--- src/rtl/transpose_buffer.sv ---
// Ping-pong 8x8 transpose memory: row-major samples in, column-major samples out.
// Two banks alternate so one block fills while the other drains without bubbles.
module transpose_buffer #(
    parameter int W = 12
) (
    input  logic                clk,
    input  logic                rst,
    input  logic                in_valid,
    output logic                in_ready,
    input  logic signed [W-1:0] in_data,
    output logic                out_valid,
    input  logic                out_ready,
    output logic signed [W-1:0] out_data,
    output logic                out_first,
    output logic                out_last
);

    logic signed [W-1:0] bank_q [2][64];

    logic [1:0] full_q, full_d;
    logic       wb_q, wb_d;
    logic       rb_q, rb_d;
    logic [5:0] wc_q, wc_d;
    logic [5:0] rc_q, rc_d;

    logic       wr_fire;
    logic       rd_fire;
    logic [5:0] rd_addr;

    // Sample k of the output is row k[2:0], column k[5:3] of the stored block.
    assign rd_addr   = {rc_q[2:0], rc_q[5:3]};
    assign in_ready  = ~full_q[wb_q];
    assign out_valid = full_q[rb_q];
    assign wr_fire   = in_valid & in_ready;
    assign rd_fire   = out_valid & out_ready;
    assign out_data  = out_valid ? bank_q[rb_q][rd_addr] : '0;
    assign out_first = out_valid & (rc_q == 6'd0);
    assign out_last  = out_valid & (rc_q == 6'd63);

    always_comb begin
        full_d = full_q;
        wb_d   = wb_q;
        wc_d   = wc_q;
        rb_d   = rb_q;
        rc_d   = rc_q;
        if (wr_fire) begin
            wc_d = wc_q + 6'd1;
            if (wc_q == 6'd63) begin
                full_d[wb_q] = 1'b1;
                wb_d         = ~wb_q;
            end
        end
        // Write and read always target different banks, so both flag updates can coexist.
        if (rd_fire) begin
            rc_d = rc_q + 6'd1;
            if (rc_q == 6'd63) begin
                full_d[rb_q] = 1'b0;
                rb_d         = ~rb_q;
            end
        end
    end

    always_ff @(posedge clk or posedge rst) begin
        if (rst) begin
            full_q <= 2'b00;
            wb_q   <= 1'b0;
            rb_q   <= 1'b0;
            wc_q   <= 6'd0;
            rc_q   <= 6'd0;
        end else begin
            full_q <= full_d;
            wb_q   <= wb_d;
            rb_q   <= rb_d;
            wc_q   <= wc_d;
            rc_q   <= rc_d;
        end
    end

    // Sample storage carries no reset; the full flags alone qualify its contents.
    always_ff @(posedge clk) begin
        if (wr_fire) begin
            bank_q[wb_q][wc_q] <= in_data;
        end
    end

endmodule

--- config.mk ---
export PLATFORM = sky130hd
export DESIGN_NAME = transpose_buffer
export DESIGN_NICKNAME = d
export VERILOG_FILES = /design/src/rtl/transpose_buffer.sv
export SDC_FILE = /design/constraint.sdc
export NUM_CORES = 1
export LEC_CHECK = 0
export CAP_MARGIN = 20
export CORE_MARGIN = 3
export CORE_UTILIZATION = 58
export CTS_BUF_LIST = sky130_fd_sc_hd__clkbuf_8
export DETAILED_ROUTE_END_ITERATION = 10
export PLACE_DENSITY = 0.77
export SYNTH_ARGS = -nofsm -noshare
export SYNTH_HDL_FRONTEND = slang
export SYNTH_SLANG_ARGS = --single-unit
--- constraint.sdc ---
create_clock -name clk -period 2.55 [get_ports clk]
set_clock_uncertainty 0.1 [all_clocks]
set_input_delay 0.51 -clock clk [delete_from_list [all_inputs] [get_ports clk]]
set_output_delay 0.51 -clock clk [all_outputs]
set_load 0.02 [all_outputs]
======== Word level (Yosys, flattened, before mapping) ========
Memory sizes are Yosys's and may differ from the RTL's.
Cells that the tools add are included.
word-level totals
  flip-flop bits (word level) ............. 16
  memory bits (writable) .................. 1536
  input port bits ......................... 16
  output and inout bits ................... 16
  memories kept ........................... 1
cells by class
  $add $sub $neg .......................... 2
  order comparisons ....................... 7
  eq/ne operators ......................... 2
  muxes and demuxes ....................... 20
  bitwise logic cells ..................... 12
  reductions and logical operators ........ 6
memories
  name    words  width  rd ports  clocked after Yosys merged registers in  wr ports  RTL line  text
  bank_q  2      768    1         0                                        1         18        logic signed [W-1:0] bank_q [2][64];
operators with widths
  kind                                                                   count
  768-bit 2-to-1 mux                                                     1
  12-bit binary-select mux with 6-bit select                             1
  12-bit demux with 6-bit select                                         1
  12-bit 2-to-1 mux                                                      4
  7-bit greater-or-equal comparator (second input constant)              2
  6-bit inverter with 7-bit output                                       2
  6-bit by 1-bit adder with 6-bit output (second input constant)         2
  6-bit == test (second input constant)                                  2
  2-bit 2-to-1 mux                                                       4
  7-bit by 1-bit < comparator with 1-bit output (second input constant)  1
  1-bit 2-to-1 mux                                                       7
  6-bit zero test                                                        1
  1-bit bitwise AND                                                      4
  1-bit by 2-bit < comparator with 1-bit output (second input constant)  2
  2-bit AND reduction                                                    2
  1-bit logical AND                                                      3
  1-bit inverter                                                         3
  2-bit bitwise AND                                                      1
  1-bit demux with 1-bit select                                          2
  1-bit greater-or-equal comparator (second input constant)              2
  2-bit inverter                                                         1
  2-bit OR                                                               1

======== Logic depth before layout (Yosys ltp) ========
  depth after elaboration ................. 10
  depth in mapped cells ................... 10
  gate-level depth less buffers ........... 6

======== Worst setup path before layout ========
OpenSTA, ideal clock, no wires.
  kind .................................... register to register
  start point ............................. reg wb_q
  end point ............................... mem bank_q[1][108] (netlist name), enable pin
  setup time .............................. 380 ps
  arrival time ............................ 2402 ps
  setup slack ............................. -333 ps
  stages on the path, launching flop included .. 8
  path buffers ............................ 2
  path through ............................ dfrtp_1 mux2i_1 and2_1 buf_2 nor2b_1 nand3_1 clkbuf_1 nor2_1
on the way
  longest elaborated chain between the ends .. 6
RTL lines
  what                                                  RTL line  text
  from (decl)                                           21        logic wb_q, wb_d;
  from (signal assigned)                                72        wb_q <= wb_d;
  1-bit 2-to-1 mux (implied by the code) (2 in series)  32        assign in_ready = ~full_q[wb_q];
  1-bit inverter                                        32
  net in_ready                                          9         output logic in_ready,
  1-bit bitwise AND                                     34        assign wr_fire = in_valid & in_ready;
  1-bit 2-to-1 mux                                      81        if (wr_fire) begin
  768-bit 2-to-1 mux (implied by the code)              82        bank_q[wb_q][wc_q] <= in_data;
  to (decl)                                             18
The timed path passes the listed nets, and every way through them passes these cells. The select of a mux whose other input is x is not followed.

======== Worst setup path after layout ========
  start point ............................. reg rb_q
  end point ............................... out out_data[11]
on the way
  longest elaborated chain between the ends .. 5
  elaborated cells on any way between the ends .. 7
  classes of those cells .................. mux: 6; memory: 1
RTL lines
  what                                                   RTL line  text
  from (decl)                                            22        logic rb_q, rb_d;
  from (signal assigned)                                 73        rb_q <= rb_d;
  memory 2 x 768 bit                                     --
  12-bit binary-select mux with 6-bit select             36        assign out_data = out_valid ? bank_q[rb_q][rd_addr] : '0;
  12-bit 2-to-1 mux (implied by the code) (2 in series)  36
  12-bit 2-to-1 mux *                                    36
  to (decl)                                              13        output logic signed [W-1:0] out_data,
Mark *: on every way between the ends. The rest lies on a longest branch, timed or not. The select of a mux whose other input is x is not followed.

==> results.cfg <==
[outcome]
status = finished with violations
violations = setup timing

[worst_setup_path]
cp-start-kind = register
endpoint_kind = output port
crit_type = reg -> out
path_max_fanout = 9
r2r_end = full_q[0]$_DFF_PP0_
rrSetupSlack_ps = -160
worstPathArrival_ps = 3650
r2r_cells = 12
worstPathCellList = buf_6 -> buf_12 -> buf_8 -> buf_12 -> mux4_2 -> a22oi_2 -> a21oi_2 -> o21ai_1 -> buf_4 -> a41oi_4 -> buf_6
crit_path_max_incr_delay_ps = 520
r2r-start = rb_q$_DFFE_PP0P_
critPathRequiredTime_ps = 1940
slowest_stage = mux4_2

[layout]
fill_cells = 5594
finalInstanceArea_mm2 = 0.0731
multi_input_area_mm2 = 0.0141
syn_to_final_growth_pct = 20.8
drive_above_1_share = 0.352
seq_area_mm2 = 0.0465
nets = 3570
instances_no_fill = 5109

[sta]
finalSetupViolCount = 17
fin_ws_ps = -1710
fmax_ghz = 0.235
hold_viol = 0
worst_pin_slew_ps = 759
relSlewSlack = 0.493
holdWs_ps = 77.4
fin_crit_sh = 1.67
period_needed_ps = 4260
slew_viol_final = 0
rsz0062_at_grt = yes

[route]
drtIter0Drc = 4298
ant_nets = 0
drc_errors = 0
routedWlPerCell_um = 29.5
num_vias = 32641
wirelength_mm = 151
viasPerCell = 6.39
first_pass_iters = 8

[synth]
synth-simple-area-share = 0.0236
syn_nets = 2981
avgSynthCellArea_um2 = 20.4
ys_seq_area_frac = 0.768
yosysUniqueCellTypes = 55
synth_edf_count = 1536
synthAdderAreaFrac = 0.000620
muxShareOfSynthArea = 0.140
synth_xor_area_frac = 0.00174
synth-compound-area-share = 0.0441
synth_top_family_by_area = multiplexers
synth_area_mm2 = 0.0606
synthArstFlopShare = 0.0103
synth_cells = 2962
yosysWarnings = 0
ys.flop_type = edfxtp_1
synth_seq_cells = 1552

[power]
clkPwrFrac = 0.343
seqPwrFrac = 0.540
power.switching_uw = 13600
sw_frac_of_total = 0.254
combPwrFrac = 0.117
power.density_mw_per_mm2 = 731
p_total_uw = 53400
irDropWorstVdd_mv = 0.693
p_leak_uw = 0.0231
power.internal_uw = 39900

[clock_network]
clock-sinks = 1552
clk_pin_slew_ps = 60
cts_root_buf = clkbuf_8
cts-buffers-inserted = 226
htreeDepth = 4
cts_tree = built
cts_buffer_depth = 3
clock_latency_ps = 890

[grt]
grt_max_degree = 71
antenna_found_initial = 1
overflow = 0
grt_pass1_vias = 33662
grt_pass1_wl_mm = 221
grt_usage = 0.281

[floorplanning]
die_h_um = 329
core-area_mm2 = 0.103
io_pins = 32
dieArea_mm2 = 0.108
dieWidth_um = 329
start_util = 0.589
placementRows = 117

[place]
gp_congestion = 0.916
portBuffers = 31
place_area_mm2 = 0.0669
placed_cells = 4631
place_hpwl_mm = 92.2

[min_path]
hp-class = in -> async

[job]
maxCapViolCount = 0
[final cells by class]
class,count,area share
inverters,6,0.000376
flip-flops and latches,1552,0.636
diodes,2,0.0000684
repair buffers,537,0.0900
well taps,1368,0.0234
clock inverters,190,0.0142
clock buffers,226,0.0425
multi-input cells,1228,0.193
[metrics by stage]
step | util | setup WS, ps | TNS [ps]
finish | 0.712 | -1710 | -22890
global route | 0.712 | -1760 | -24210
CTS | 0.708 | -1680 | -24210
detailed placement | 0.651 | -1460 | -127740
global placement | 0.651 | -1440 | -70940
floorplan | - | -101 | -37300
[metal layers]
metal	GRT usage	share of wire	up-vias
met2	0.446	0.49	2096
li1	-	-	13539
met3	0.0622	0.11	339
met5	0	0	-
met4	0.112	0.039	0
met1	0.385	0.36	16667
[critical path, delay by kind of cell (launching register included)]
family                 cells  cell delay (ps)
buffers and inverters      6              940
multiplexers               1              520
flip-flops                 1              470
AO/OA/AOI/OAI              4              820
[flip-flops by register name, summed over array words and instances, names as in the netlist]
register  count
full_q        2
wb_q          1
rc_q          6
bank_q     1536
rb_q          1
wc_q          6
[how the worst max path moves through the flow]
stage                                 from           end  cells past startpoint
after floorplan           rb_q$_DFFE_PP0P_   out_data[1]                      9
after global placement    rb_q$_DFFE_PP0P_   out_data[1]                     10
after detailed placement  rb_q$_DFFE_PP0P_   out_data[1]                     10
after CTS                 rb_q$_DFFE_PP0P_  out_data[11]                     12
after global routing      rb_q$_DFFE_PP0P_   out_data[6]                     12
final                     rb_q$_DFFE_PP0P_  out_data[11]                     11
[power by group through the flow]
| stage | clock (uW) | sequential [uW] | combinational [uW] |
|---|---|---|---|
| after floorplan | 0 | 29200 | 1980 |
| final | 18300 | 28900 | 6250 |
| after CTS | 18500 | 28800 | 5970 |
| after detailed placement | 0 | 29400 | 5320 |
| after global routing | 19700 | 28900 | 6410 |
| after global placement | 0 | 29300 | 5180 |
[placed cells by master, fill, tap and decap left out, drive strengths merged, types with 6 or more instances in the layout]
cell,instances
clkinv,102
nor3,14
a32o,12
a211oi,36
a41oi,12
buf,519
dlygate4sd3,8
a22oi,36
a221oi,48
and2,27
nand3,21
o221ai,12
nand2,59
edfxtp,1536
o21ai,50
inv,82
mux2i,254
a21o,12
bufinv,6
nor2b,8
o41ai,12
dfrtp,16
mux2,25
mux4,252
clkinvlp,6
nor2,177
xnor2,9
clkbuf,229
o22ai,60
a21oi,38
o32ai,12
a22o,12
[Yosys cell counts, types with 9 or more instances]
master,number,area [um2]
and2_1,26,163
mux2_2,25,282
o21ai_0,26,130
clkbuf_1,72,270
a41oi_2,10,163
buf_2,36,180
a21oi_1,38,190
mux4_2,252,5680
o22ai_1,60,375
xnor2_1,9,78.8
buf_12,13,260
dfrtp_1,16,400
a32o_1,12,120
buf_6,28,315
nand2_1,59,221
o221ai_1,12,105
a22oi_1,36,270
a221oi_2,10,150
a211oi_1,36,270
buf_8,10,150
o21ai_1,24,120
a221oi_1,38,333
nand3_1,21,105
edfxtp_1,1536,46100
nor3_1,14,70.1
a21o_1,12,90.1
mux2i_1,253,2530
nor2_1,177,664
buf_4,9,67.6
a22o_1,12,105
o32ai_1,12,105
o41ai_1,12,105
[repair_timing]
action | 4_1_cts | 5_1_grt
pin swaps | 68 | 51
hold buffers | 8 | 0
gates resized for setup | 302 | 64
cloned | 11 | 3
endpoints found under the setup margin | 172 | 153
hold endpoints to repair | 187 | 0
setup buffers | 35 | 18
[cells by family after synthesis]
kind of cell               Yosys count
AOI/OAI and AO/OA                  355
xor gates and xnor gates            12
adders and majority gates            3
buffers and inverters              182
DFF                               1552
muxes                              531
and+or+nand+nor                    327
Power figures use the tool's default switching activity.
